--- src/rtl/clint_responder_if.sv ---
// Memory-bus bundle between the core and the CLINT responder.
// rd_en/wr_en/byte_en request with a busy handshake; DATA_SIZE is 32 or 64.
interface clint_responder_if #(
    parameter int DATA_SIZE = 32
);
    logic [15:0]            addr;
    logic [DATA_SIZE-1:0]   wr_data;
    logic [DATA_SIZE-1:0]   rd_data;
    logic                   rd_en;
    logic                   wr_en;
    logic [DATA_SIZE/8-1:0] byte_en;
    logic                   busy;

    modport master (output addr, wr_data, rd_en, wr_en, byte_en, input rd_data, busy);
    modport slave  (input addr, wr_data, rd_en, wr_en, byte_en, output rd_data, busy);
endinterface

--- src/rtl/clint_responder.sv ---
// Core-local interruptor responder: msip/ssip bits, free-running mtime, mtimecmp.
// Define CLINT_SSIP_EN to implement the ssip register at 0x0004.
module clint_responder #(
    parameter int DATA_SIZE             = 32,
    parameter int CLOCK_CYCLES_PER_TICK = 1
) (
    input  logic                    clock,
    input  logic                    reset,
    clint_responder_if.slave        bus,
    output logic                    msip,
    output logic                    ssip,
    output logic [63:0]             mtime,
    output logic [63:0]             mtimecmp
);
    localparam int BE_W = DATA_SIZE / 8;
    localparam int PW   = (CLOCK_CYCLES_PER_TICK > 1) ? $clog2(CLOCK_CYCLES_PER_TICK) : 1;

    // Addresses are decoded as 64-bit word indices (addr[15:3]).
    localparam logic [12:0] WORD_SIP  = 13'h0000;
    localparam logic [12:0] WORD_CMP  = 13'h0800;
    localparam logic [12:0] WORD_TIME = 13'h17FF;

    typedef enum logic [1:0] {IDLE, BUSY, ACK} state_t;

    state_t               state, state_next;
    logic                 req, load, busy_c;
    logic [12:0]          lat_word;
    logic [DATA_SIZE-1:0] lat_data;
    logic [BE_W-1:0]      lat_be;
    logic                 lat_wr;
    logic [DATA_SIZE-1:0] rd_q, rd_value;
    logic [63:0]          wdata_w, read_w;
    logic [7:0]           bmask_w;
    logic                 sel_sip, sel_cmp, sel_time, do_wr, mtime_wr, tick;
    logic [PW-1:0]        prescaler;

    assign req         = bus.rd_en | bus.wr_en;
    assign bus.busy    = busy_c;
    assign bus.rd_data = rd_q;

    // NOTE: every always_comb output gets a default first so no path leaves it unassigned (no latch).
    always_comb begin
        state_next = state;
        busy_c     = 1'b0;
        load       = 1'b0;
        case (state)
            IDLE: begin
                busy_c = req;
                if (req) begin
                    load       = 1'b1;
                    state_next = BUSY;
                end
            end
            BUSY:    begin busy_c = 1'b1; state_next = ACK; end
            ACK:     if (!req) state_next = IDLE;
            default: state_next = IDLE;
        endcase
    end

    // NOTE: sequential state uses non-blocking assignments so all registers sample pre-edge values.
    always_ff @(posedge clock or negedge reset) begin
        if (!reset) begin
            state    <= IDLE;
            lat_word <= '0;
            lat_data <= '0;
            lat_be   <= '0;
            lat_wr   <= 1'b0;
        end else begin
            state <= state_next;
            if (load) begin
                lat_word <= bus.addr[15:3];
                lat_data <= bus.wr_data;
                lat_be   <= bus.byte_en;
                lat_wr   <= bus.wr_en;
            end
        end
    end

    // Steer the bus word into a 64-bit register view with a per-byte mask.
    if (DATA_SIZE == 64) begin : g_bus64
        assign wdata_w  = lat_data;
        assign bmask_w  = lat_be;
        assign rd_value = read_w;
    end else begin : g_bus32
        logic lat_hi;
        always_ff @(posedge clock or negedge reset) begin
            if (!reset)    lat_hi <= 1'b0;
            else if (load) lat_hi <= bus.addr[2];
        end
        assign wdata_w  = {lat_data, lat_data};
        assign bmask_w  = lat_hi ? {lat_be, 4'b0000} : {4'b0000, lat_be};
        assign rd_value = lat_hi ? read_w[63:32] : read_w[31:0];
    end

    assign sel_sip  = (lat_word == WORD_SIP);
    assign sel_cmp  = (lat_word == WORD_CMP);
    assign sel_time = (lat_word == WORD_TIME);
    assign do_wr    = (state == BUSY) && lat_wr;
    assign mtime_wr = do_wr && sel_time && (|bmask_w);

    always_comb begin
        read_w = '0;
        if (sel_sip)       read_w = {31'b0, ssip, 31'b0, msip};
        else if (sel_cmp)  read_w = mtimecmp;
        else if (sel_time) read_w = mtime;
    end

    function automatic logic [63:0] merge(input logic [63:0] old, input logic [63:0] d,
                                          input logic [7:0] m);
        logic [63:0] r;
        for (int i = 0; i < 8; i++) r[8*i +: 8] = m[i] ? d[8*i +: 8] : old[8*i +: 8];
        return r;
    endfunction

    assign tick = (prescaler == PW'(CLOCK_CYCLES_PER_TICK - 1));

    always_ff @(posedge clock or negedge reset) begin
        if (!reset) begin
            rd_q      <= '0;
            msip      <= 1'b0;
            mtime     <= '0;
            mtimecmp  <= '1;
            prescaler <= '0;
        end else begin
            prescaler <= tick ? '0 : prescaler + 1'b1;
            if (state == BUSY) rd_q <= lat_wr ? '0 : rd_value;
            if (do_wr && sel_sip && bmask_w[0]) msip <= wdata_w[0];
            if (do_wr && sel_cmp) mtimecmp <= merge(mtimecmp, wdata_w, bmask_w);
            // A software write to mtime suppresses that cycle's increment.
            if (mtime_wr)  mtime <= merge(mtime, wdata_w, bmask_w);
            else if (tick) mtime <= mtime + 64'd1;
        end
    end

`ifdef CLINT_SSIP_EN
    always_ff @(posedge clock or negedge reset) begin
        if (!reset)                              ssip <= 1'b0;
        else if (do_wr && sel_sip && bmask_w[4]) ssip <= wdata_w[32];
    end
`else
    assign ssip = 1'b0;
`endif
endmodule

--- src/flat_wrapper.sv ---
// flat-port wrapper written by rule: the top's interface ports become plain ports
module clint_responder_flat 
#(
    parameter int DATA_SIZE             = 32,
    parameter int CLOCK_CYCLES_PER_TICK = 1
)
  (clock, reset, msip, ssip, mtime, mtimecmp, bus_addr, bus_wr_data, bus_rd_en, bus_wr_en, bus_byte_en, bus_rd_data, bus_busy);
  clint_responder_if #(.DATA_SIZE(DATA_SIZE)) bus_i ();
  input  logic clock;
  input  logic reset;
  output logic msip;
  output logic ssip;
  output logic [63:0] mtime;
  output logic [63:0] mtimecmp;
  input wire logic [$bits(bus_i.addr)-1:0] bus_addr;
  input wire logic [$bits(bus_i.wr_data)-1:0] bus_wr_data;
  input wire logic [$bits(bus_i.rd_en)-1:0] bus_rd_en;
  input wire logic [$bits(bus_i.wr_en)-1:0] bus_wr_en;
  input wire logic [$bits(bus_i.byte_en)-1:0] bus_byte_en;
  output wire logic [$bits(bus_i.rd_data)-1:0] bus_rd_data;
  output wire logic [$bits(bus_i.busy)-1:0] bus_busy;
  assign bus_i.addr = bus_addr;
  assign bus_i.wr_data = bus_wr_data;
  assign bus_i.rd_en = bus_rd_en;
  assign bus_i.wr_en = bus_wr_en;
  assign bus_i.byte_en = bus_byte_en;
  assign bus_rd_data = bus_i.rd_data;
  assign bus_busy = bus_i.busy;
  clint_responder #(.DATA_SIZE(DATA_SIZE), .CLOCK_CYCLES_PER_TICK(CLOCK_CYCLES_PER_TICK)) u_core (.clock(clock), .reset(reset), .bus(bus_i), .msip(msip), .ssip(ssip), .mtime(mtime), .mtimecmp(mtimecmp));
endmodule
--- config.mk ---
export PLATFORM = sky130hd
export DESIGN_NAME = clint_responder_flat
export DESIGN_NICKNAME = d
export VERILOG_FILES = /design/src/rtl/clint_responder_if.sv /design/src/rtl/clint_responder.sv /design/src/flat_wrapper.sv
export SDC_FILE = /design/constraint.sdc
export NUM_CORES = 1
export LEC_CHECK = 0
export ABC_AREA = 1
export CAP_MARGIN = 30
export CORE_MARGIN = 10
export CORE_UTILIZATION = 31
export CTS_BUF_LIST = sky130_fd_sc_hd__clkbuf_4
export CTS_CLUSTER_SIZE = 12
export DETAILED_ROUTE_END_ITERATION = 12
export SYNTH_ARGS = -nofsm -noshare
export SYNTH_HDL_FRONTEND = slang
export SYNTH_SLANG_ARGS = --single-unit
--- constraint.sdc ---
create_clock -name clock -period 2.7 [get_ports clock]
set_input_delay 0.81 -clock clock [delete_from_list [all_inputs] [get_ports clock]]
set_output_delay 0.81 -clock clock [all_outputs]
set_load 0.01 [all_outputs]
==> results.yml <==
run_status:
  status: "complete, no violations"
synthesis:
  synth_xor_area_share_pct: 1.86
  yosys.cell_types.count: 34
  synth-main-ff-cell: "dfrtp_1"
  synth.ff_latch_count: 214
  syn_inst: 1762
  synth_edf_count: 0
  netlist_area_mm2: 0.0123
  synth-compound-area-share_pct: 9.06
  yosysSeqAreaShare_pct: 44.3
  avgSynthCellArea_um2: 6.96
  synthAdderAreaFrac_pct: 0.102
  synth.area.mux_share_pct: 0
  synth_simple_gate_area_share_pct: 37.9
  synth_nets: 1819
  yosysWarnings: 0
  synth_top_family_by_area: "simple AND/OR/NAND/NOR gates"
  async_reset_ff_share_pct: 100
detailed_routing:
  wire_per_inst_um: 19.0
  drc_errors: 0
  wl_met1_um: 21900
  initialDrtViolationCount: 915
  ant_nets: 0
  dr_total_vias: 12700
  met2WireLength_um: 22800
  wl_um: 49200
  dr.pass1.iters: 5
  viasPerCell: 4.90
  route.met3.wl_um: 3640
  highest_layer: "met5"
clock_tree:
  clkTransAtPathRegs_ns: 0.07
  cts_hold_buffers: 0
  clk_path_buf_depth: 3
  worstSkewPairLatency_ns: 0.73
  cts-root-buf: "clkbuf_4"
  cts_sinks: 214
  cts_tree: "done"
  cts_buffers: 60
  htree_levels: 2
die:
  die_area_mm2: 0.0479
  die_h_um: 219
  core_mm2: 0.0389
  num_io_pins: 219
  start_util_pct: 31.5
  rows: 72
  die_w_um: 219
global_route:
  antenna_found_initial: 2
  grt_pass1_vias: 12600
  grt_pass1_wl_um: 75900
  grt_overflow: 0
  grt_max_degree: 89
  grt_usage_pct: 20.3
timing:
  setup_viol: 0
  fmax_mhz: 378
  rsz0062_at_grt: "no"
  period_share_pct: 98.0
  slew_headroom_pct: 44.4
  clock_skew_ns: 0.0552
  slew_violations: 0
  period_needed_ns: 2.65
  worst_slew_pin_slew_ns: 0.834
  hold_violations: 0
final_layout:
  finalInstanceArea_mm2: 0.0159
  layout_common_cells: "nand2_1, nor2_1, clkdlybuf4s50_1"
  nFillCells: 4152
  area_growth_pct: 29.3
  seq_area_mm2: 0.00548
  final_common_cell: "nand2_1"
  multi_input_area_mm2: 0.00601
  drive_above_1_share_pct: 14.0
  final_util_pct: 40.8
  nets: 2073
setup_path:
  worst-path-buf-inv: 1
  crit_arrival_ns: 1.84
  start_kind: "register"
  worstPathRequired_ns: 1.89
  critical_path.max_stage_delay_ns: 0.66
  crit_family: "buffers and inverters"
  crit_path_max_fanout: 7
  crit_type: "register to output pin"
  crit_path_end_kind: "output pin"
  path_cells: "clkdlybuf4s50_1"
  slowest_stage: "clkdlybuf4s50_1"
pwr:
  p_leak_nw: 6.90
  peakVddDrop_mv: 0.906
  power_density_mw_per_mm2: 604
place:
  io_buffers: 215
  routabilityCongestion: 0.947
  hpwl_um: 37300
  place_area_mm2: 0.0150
run:
  maxCapViolations: 0
hold_path:
  hold_class: "input pin to async pin"
[per-stage QoR]
stage          hold WS, ns  setup TNS (ns)  setup WS (ns)  total power, mW  instances
3_5_place_dp         0.465          -0.333         -0.333             6.62       2469
3_3_place_gp         0.459          -0.348         -0.348             6.57       2469
2_1_floorplan        0.452               0          0.205             5.55       1762
5_1_grt             0.0596               0        0.00127             10.2       2586
4_1_cts             0.0332               0       0.000610             9.66       2582
6_report            0.0685               0         0.0545             9.58       2586
[power breakdown]
group | switching [mW] | internal [mW]
Sequential | 0.410 | 3.63
Combinational | 1.89 | 0.621
Clock | 1.48 | 1.54
Total | 3.78 | 5.80
[synthesized netlist by cell type (all sizes together) (2+ instances only)]
cell	n	area [um2]
clkinv	2	7.51
nor2	224	932
nor3	3	20.0
clkbuf	26	97.6
inv	120	453
buf	37	273
nand4	41	257
o21bai	3	22.5
dfstp	64	1680
a21oi	61	305
nand3	106	561
dfrtp	150	3750
xor2	18	158
nand2	744	2870
xnor2	8	70.1
o21ai	152	783
[per-layer routing]
metal,up-vias,global-route usage (%)
li1,6142,-
met1,6028,27.2
met2,432,32.5
met3,60,4.24
met4,2,5.13
met5,-,0
[final cells by class]
cell class	count	share of cell area, %
Multi-Input combinational cell	1363	37.9
Sequential cell	214	34.6
Timing Repair Buffer	255	15.6
Tap cell	518	4.09
Clock buffer	84	3.98
Inverter	122	2.90
Clock inverter	29	0.923
Antenna cell	1	0.0158
[cells by family after synthesis]
kind of cell,after synthesis
adders and majority gates,1
DFF,214
buffers and inverters,185
and+or+nand+nor,1119
xor gates and xnor gates,26
AOI/OAI and AO/OA,216
other,1
[path summary, 6_finish.rpt]
| path | start | end | slack, ns | cells after the start |
|---|---|---|---|---|
| max | u_core.mtime[61] | mtime[61] | 0.05 | 1 |
| min | reset | u_core.mtime[63] | 0.07 | 1 |
| max reg2reg | u_core.g_bus32.lat_hi | u_core.mtime[3] | 0.35 | 9 |
| min reg2reg | u_core.bus.rd_data[17] | u_core.bus.rd_data[17] | 0.48 | 2 |
| max in group asynchronous | reset | u_core.mtimecmp[7] | 1.87 | 2 |
| min in group clock | u_core.bus.rd_data[17] | u_core.bus.rd_data[17] | 0.48 | 2 |
[what timing repair did]
item | CTS | global route
buffers inserted | 0 | 3
setup endpoints to repair | 60 | 20
gates resized for setup | 64 | 18
[registers in the layout (all words and copies together) (netlist names)]
signal and flops:
u_core.mtime 64, u_core.mtimecmp 64, u_core.bus.rd_data 32, u_core.lat_data 32
u_core.lat_word 13, u_core.lat_be 4, u_core.state 2, u_core.g_bus32.lat_hi 1
u_core.lat_wr 1, u_core.msip 1
Note: power is estimated with default switching activity, not from simulation.
==> variant 1: new RTL, same settings <==
Register the output `mtimecmp` once more, without a reset; this adds one clock of latency there. The other outputs are not delayed to match.
--- a/src/rtl/clint_responder.sv
+++ b/src/rtl/clint_responder.sv
@@ -23,2 +23,4 @@
     typedef enum logic [1:0] {IDLE, BUSY, ACK} state_t;
+
+    logic [63:0] mtimecmp_s0;
 
@@ -103,3 +105,3 @@
         if (sel_sip)       read_w = {31'b0, ssip, 31'b0, msip};
-        else if (sel_cmp)  read_w = mtimecmp;
+        else if (sel_cmp)  read_w = mtimecmp_s0;
         else if (sel_time) read_w = mtime;
@@ -121,3 +123,3 @@
             mtime     <= '0;
-            mtimecmp  <= '1;
+            mtimecmp_s0 <= '1;
             prescaler <= '0;
@@ -127,3 +129,3 @@
             if (do_wr && sel_sip && bmask_w[0]) msip <= wdata_w[0];
-            if (do_wr && sel_cmp) mtimecmp <= merge(mtimecmp, wdata_w, bmask_w);
+            if (do_wr && sel_cmp) mtimecmp_s0 <= merge(mtimecmp_s0, wdata_w, bmask_w);
             // A software write to mtime suppresses that cycle's increment.
@@ -142,2 +144,6 @@
 `endif
+    always_ff @(posedge clock) begin
+        mtimecmp <= mtimecmp_s0;
+    end
+
 endmodule
Behaviour: not the same (Yosys sat finds a counterexample within 4 cycles, from zero or initial values and one cycle with reset low).
==> variant 1 against the original RTL <==
Synthesized area rose by 8.7%. Routed wire length increased by 0.57%. Hold slack better by 0.025 ns. Sequential cell count rose by 64. Power grew 31%. Setup slack improved by 0.025 ns. Final area increased by 9.4%. Die area increased by 7.9%.
==> variant 1: results (changes against the original RTL) <==
Synthesis:
- The average cell area after synthesis is 7.56 um2 (+8.6%).
- The sequential fraction of the synthesis area came to 50.4% (+6.1 points).
- The net count after synthesis is 1,820 (+0.055%).
- By area the synthesized netlist is led by sky130_fd_sc_hd__dfrtp_1, sky130_fd_sc_hd__nand2_1, sky130_fd_sc_hd__dfstp_2, sky130_fd_sc_hd__nand3_1, sky130_fd_sc_hd__dfxtp_1.
- In the synthesized netlist, the cells that appear most often are sky130_fd_sc_hd__nand2_1, sky130_fd_sc_hd__nand3_1, sky130_fd_sc_hd__nor2_1, sky130_fd_sc_hd__dfrtp_1, sky130_fd_sc_hd__inv_1.

Final layout:
- The share of final-layout standard cells stronger than drive strength 1 is 16.0% (+2.0 points).
- The final net count came to 2,092 (+0.92%).
- The filler cell count in the final layout is 4,457 (+7.3%).
- The largest registers in the layout are u_core.mtime (64), u_core.mtimecmp (64), u_core.mtimecmp_s0 (64).

Power and ir drop:
- The leakage dissipation is 7.21 nW (+4.5%).
- The maximum vdd drop came to 376 uV (-59%).

Global route:
- The first-pass GRT wire length is 75,900 um (about the same).
- The overall global routing resource usage came to 19.1% (-1.1 points).

Route:
- The total via count in the routed design came to 12,852 (+1.5%).
- The number of DRC markers after the initial detailed-route iteration was 890 (-2.7%).
- The mean routed wirelength per cell is 18.8 um (-1.5%).

Clock tree:
- The number of buffers created by CTS is 77 (+28%).
- The clock latency on the worst-skew pair is 0.76 ns (+0.03 ns).

Placement:
- The detailed placement HPWL is 37,300 um (about the same).
- The global placement routability congestion is 0.931 (-1.8%).
- The number of placed cells counting well taps is 2,488 (+0.77%).

Critical path:
- The data arrival time of the worst path came to 1.81 ns (-0.03 ns).
- The stage delay of the slowest cell on the critical path is 0.59 ns (-0.07 ns).

STA:
- The worst setup skew after layout is 0.0399 ns (-0.0152 ns).
- The slew of the pin with the lowest slew margin came to 0.890 ns (+0.0560 ns).

Run status:
- The flow ran to the end, and the final reports show no timing, DRC or antenna violations.
## variant 1: cell types whose count changed after synthesis, sizes merged, moves of 11 or more
cell,before,now
a21oi,61,1
inv,120,109
o21ai,152,115
nand4,41,21
nand3,106,284
nor2,224,194
nand2,744,623
dfxtp,0,64
## variant 1: through the flow
stage          hold slack, ns  cell area, um2
2_1_floorplan           0.402           13300
4_1_cts                0.0519           17300
3_3_place_gp            0.406           16200
5_1_grt                0.0729           17300
3_5_place_dp            0.408           16200
6_report               0.0938           17400
## variant 1: final cells by class
class | instances | area, um2 | share of cell area (%)
flip-flops and latches | 278 | 6780 | 39.1
multi-input cells | 1304 | 5900 | 34.0
repair buffers | 261 | 2570 | 14.8
clock buffers | 116 | 871 | 5.02
well taps | 539 | 674 | 3.89
inverters | 113 | 424 | 2.44
clock inverters | 23 | 118 | 0.678
diodes | 5 | 12.5 | 0.0721
## variant 1: worst paths after layout
kind / startpoint / slack (ns) / to / cells past startpoint
min in group clock: u_core.mtimecmp_s0[29]$_DFFE_PN1P_ / 0.40 / u_core.mtimecmp[29]$_DFF_P_ / 0
max in group asynchronous: reset / 1.86 / u_core.mtimecmp_s0[21]$_DFFE_PN1P_ / 2
worst min register to register: u_core.mtimecmp_s0[29]$_DFFE_PN1P_ / 0.40 / u_core.mtimecmp[29]$_DFF_P_ / 0
worst max-delay path: u_core.mtime[48]$_DFFE_PN0P_ / 0.08 / mtime[48] / 1
worst min-delay path: reset / 0.09 / u_core.bus.rd_data[8]$_DFFE_PN0N_ / 1
worst max register to register: u_core.lat_word[5]$_DFFE_PN0P_ / 0.47 / u_core.mtimecmp_s0[1]$_DFFE_PN1P_ / 7
## variant 1: power by group
part           leakage [nW]  total (mW)  switching (mW)  internal, mW
clock                 0.594        3.84            1.79          2.06
combinational          3.55        3.37            2.19          1.18
sequential             3.06        5.34           0.524          4.82
total                  7.21        12.6            4.50          8.05
## variant 1: routing by layer
metal | global-route usage (%) | routed length, um | vias up
met4 | 5.31 | 878 | 0
li1 | - | - | 6300
met1 | 24.1 | 21900 | 6096
met2 | 32.3 | 23800 | 390
met3 | 4.26 | 2950 | 66
met5 | 0 | 0 | -
## variant 1: cells by family after synthesis
family | count (synthesis) | share of synthesized area, %
flops | 278 | 50.4
xor+xnor | 24 | 1.58
compound gates | 134 | 5.59
fa+ha+maj | 1 | 0.0938
mux | 9 | 0.676
simple gates | 1135 | 36.1
buf+inv | 181 | 5.56
other cells | 1 | 0.0281
## variant 1: timing repair
action                                  4_1_cts  5_1_grt
gates resized for setup                      52       10
setup buffers                                 4        3
endpoints found under the hold margin         0        0
endpoints found under the setup margin       47       12
==> variant 2: new RTL, config.mk and constraints unchanged <==
Without the edit above. `DATA_SIZE` is set to 32 in 3 places; all go to 64. Comments in the files are not updated.
--- a/src/rtl/clint_responder_if.sv
+++ b/src/rtl/clint_responder_if.sv
@@ -3,3 +3,3 @@
 interface clint_responder_if #(
-    parameter int DATA_SIZE = 32
+    parameter int DATA_SIZE = 64
 );
--- a/src/rtl/clint_responder.sv
+++ b/src/rtl/clint_responder.sv
@@ -3,3 +3,3 @@
 module clint_responder #(
-    parameter int DATA_SIZE             = 32,
+    parameter int DATA_SIZE             = 64,
     parameter int CLOCK_CYCLES_PER_TICK = 1
--- a/src/flat_wrapper.sv
+++ b/src/flat_wrapper.sv
@@ -3,3 +3,3 @@
 #(
-    parameter int DATA_SIZE             = 32,
+    parameter int DATA_SIZE             = 64,
     parameter int CLOCK_CYCLES_PER_TICK = 1
Interface: changed (resized bus_byte_en, bus_rd_data and bus_wr_data); port bits go from 219 to 287. The function was not compared with the original's and may differ.
==> variant 2 against the original RTL <==
Clock skew grew 0.0050 ns. Routed wire length is 17% higher. Core utilization is 0.52 points higher. Sequential power rose by 37%. Combinational power up 28%. Non-clock buffer count is 89 higher. Synthesized area up 21%. Final area increased by 24%. Setup slack better by 0.013 ns. Global-route usage shrank 0.29 points. Sequential cell count up 67. Power grew 37%. Highest routed layer is now met4.
==> variant 2: results (changes against the original RTL) <==
Global route:
- The overall global routing resource usage is 20.0% (-0.29 points).
- The via count of the first global-routing pass was 14,887 (+18%).

Placement:
- The worst-case setup slack after placement is -0.457 ns (-0.124 ns).
- The detailed placement HPWL came to 43,100 um (+16%).
- The number of placed cells counting well taps is 2,989 (+21%).

Clock tree:
- The number of buffers created by CTS is 82 (+37%).
- The number of H-tree levels is 3 (+1).
- The clock latency on the worst-skew pair is 0.83 ns (+0.10 ns).

STA:
- The minimum clock period after layout is 2.63 ns (-0.0130 ns).
- The worst slack on hold paths is 0.469 ns (+0.400 ns).
- The worst setup skew after layout came to 0.0601 ns (+0.00495 ns).
- The slew of the pin with the lowest slew margin was 0.835 ns (+0.00112 ns).

Synthesis:
- The sequential fraction of the synthesis area is 47.7% (+3.4 points).
- The post-synthesis share of cell area spent on full adders, half adders and majority gates was 0.0840% (-0.018 points).
- The commonest cells after synthesis are sky130_fd_sc_hd__nand2_1, sky130_fd_sc_hd__nor2_1, sky130_fd_sc_hd__dfrtp_1, sky130_fd_sc_hd__nand3_1, sky130_fd_sc_hd__inv_1.
- The area fraction in compound gates after synthesis is 5.21% (-3.8 points).
- The count of unique library cells instantiated by Yosys is 38 (+12%).
- The net count after synthesis is 2,221 (+22%).
- The share of the synthesized netlist area taken by xor and xnor gates is 0.940% (-0.92 points).

Power and ir drop:
- The maximum vdd drop is 529 uV (-42%).

Critical path:
- The last element of the critical path is bus_busy.
- The maximum fanout count along the critical path came to 2 (-5).
- The number of cells on the worst reg-to-reg path came to 12 (+3).
- The reg-to-reg startpoint is u_core.mtime[1]$_DFFE_PN0P_.
- The stage delay of the slowest cell on the critical path is 0.48 ns (-0.18 ns).
- The beginning of the critical path is bus_wr_en.

Run status:
- The flow ran to the end, and the final reports show no timing, DRC or antenna violations.

Final layout:
- The final net count was 2,556 (+23%).

Min path:
- The worst hold path belongs to the class reg2reg.

Route:
- The routed metal-1 wire length is 25,200 um (+15%).
- The total met2 wirelength after detailed routing is 26,400 um (+16%).
- The number of DRC markers after the initial detailed-route iteration is 1,237 (+35%).
==> variant 2: per-layer routing <==
metal  vias to the layer above  global-route usage [%]
met5                         -                       0
li1                       7351                       -
met4                         0                    7.70
met2                       506                    31.7
met3                        98                    5.85
met1                      7097                    25.2
==> variant 2: layout make-up <==
type / count / area [um2] / share of cell area [%]
diodes: 1 / 2.50 / 0.0127
clock buffers: 131 / 983 / 5.00
clock inverters: 22 / 136 / 0.694
inverters: 152 / 573 / 2.91
multi-input cells: 1602 / 6780 / 34.5
flip-flops and latches: 281 / 7120 / 36.2
well taps: 615 / 769 / 3.91
repair buffers: 344 / 3300 / 16.8
==> variant 2: repair_timing <==
action	CTS	global route
endpoints found under the setup margin	129	2
buffers inserted	4	0
endpoints found under the hold margin	52	0
gates resized for setup	136	3
hold buffers	1	0
==> variant 2: where the power goes <==
part	switching (mW)	leakage [nW]	internal (mW)	total, mW
Combinational	2.25	6.12	0.960	3.21
Clock	1.95	0.675	2.39	4.33
Sequential	0.640	3.52	4.91	5.55
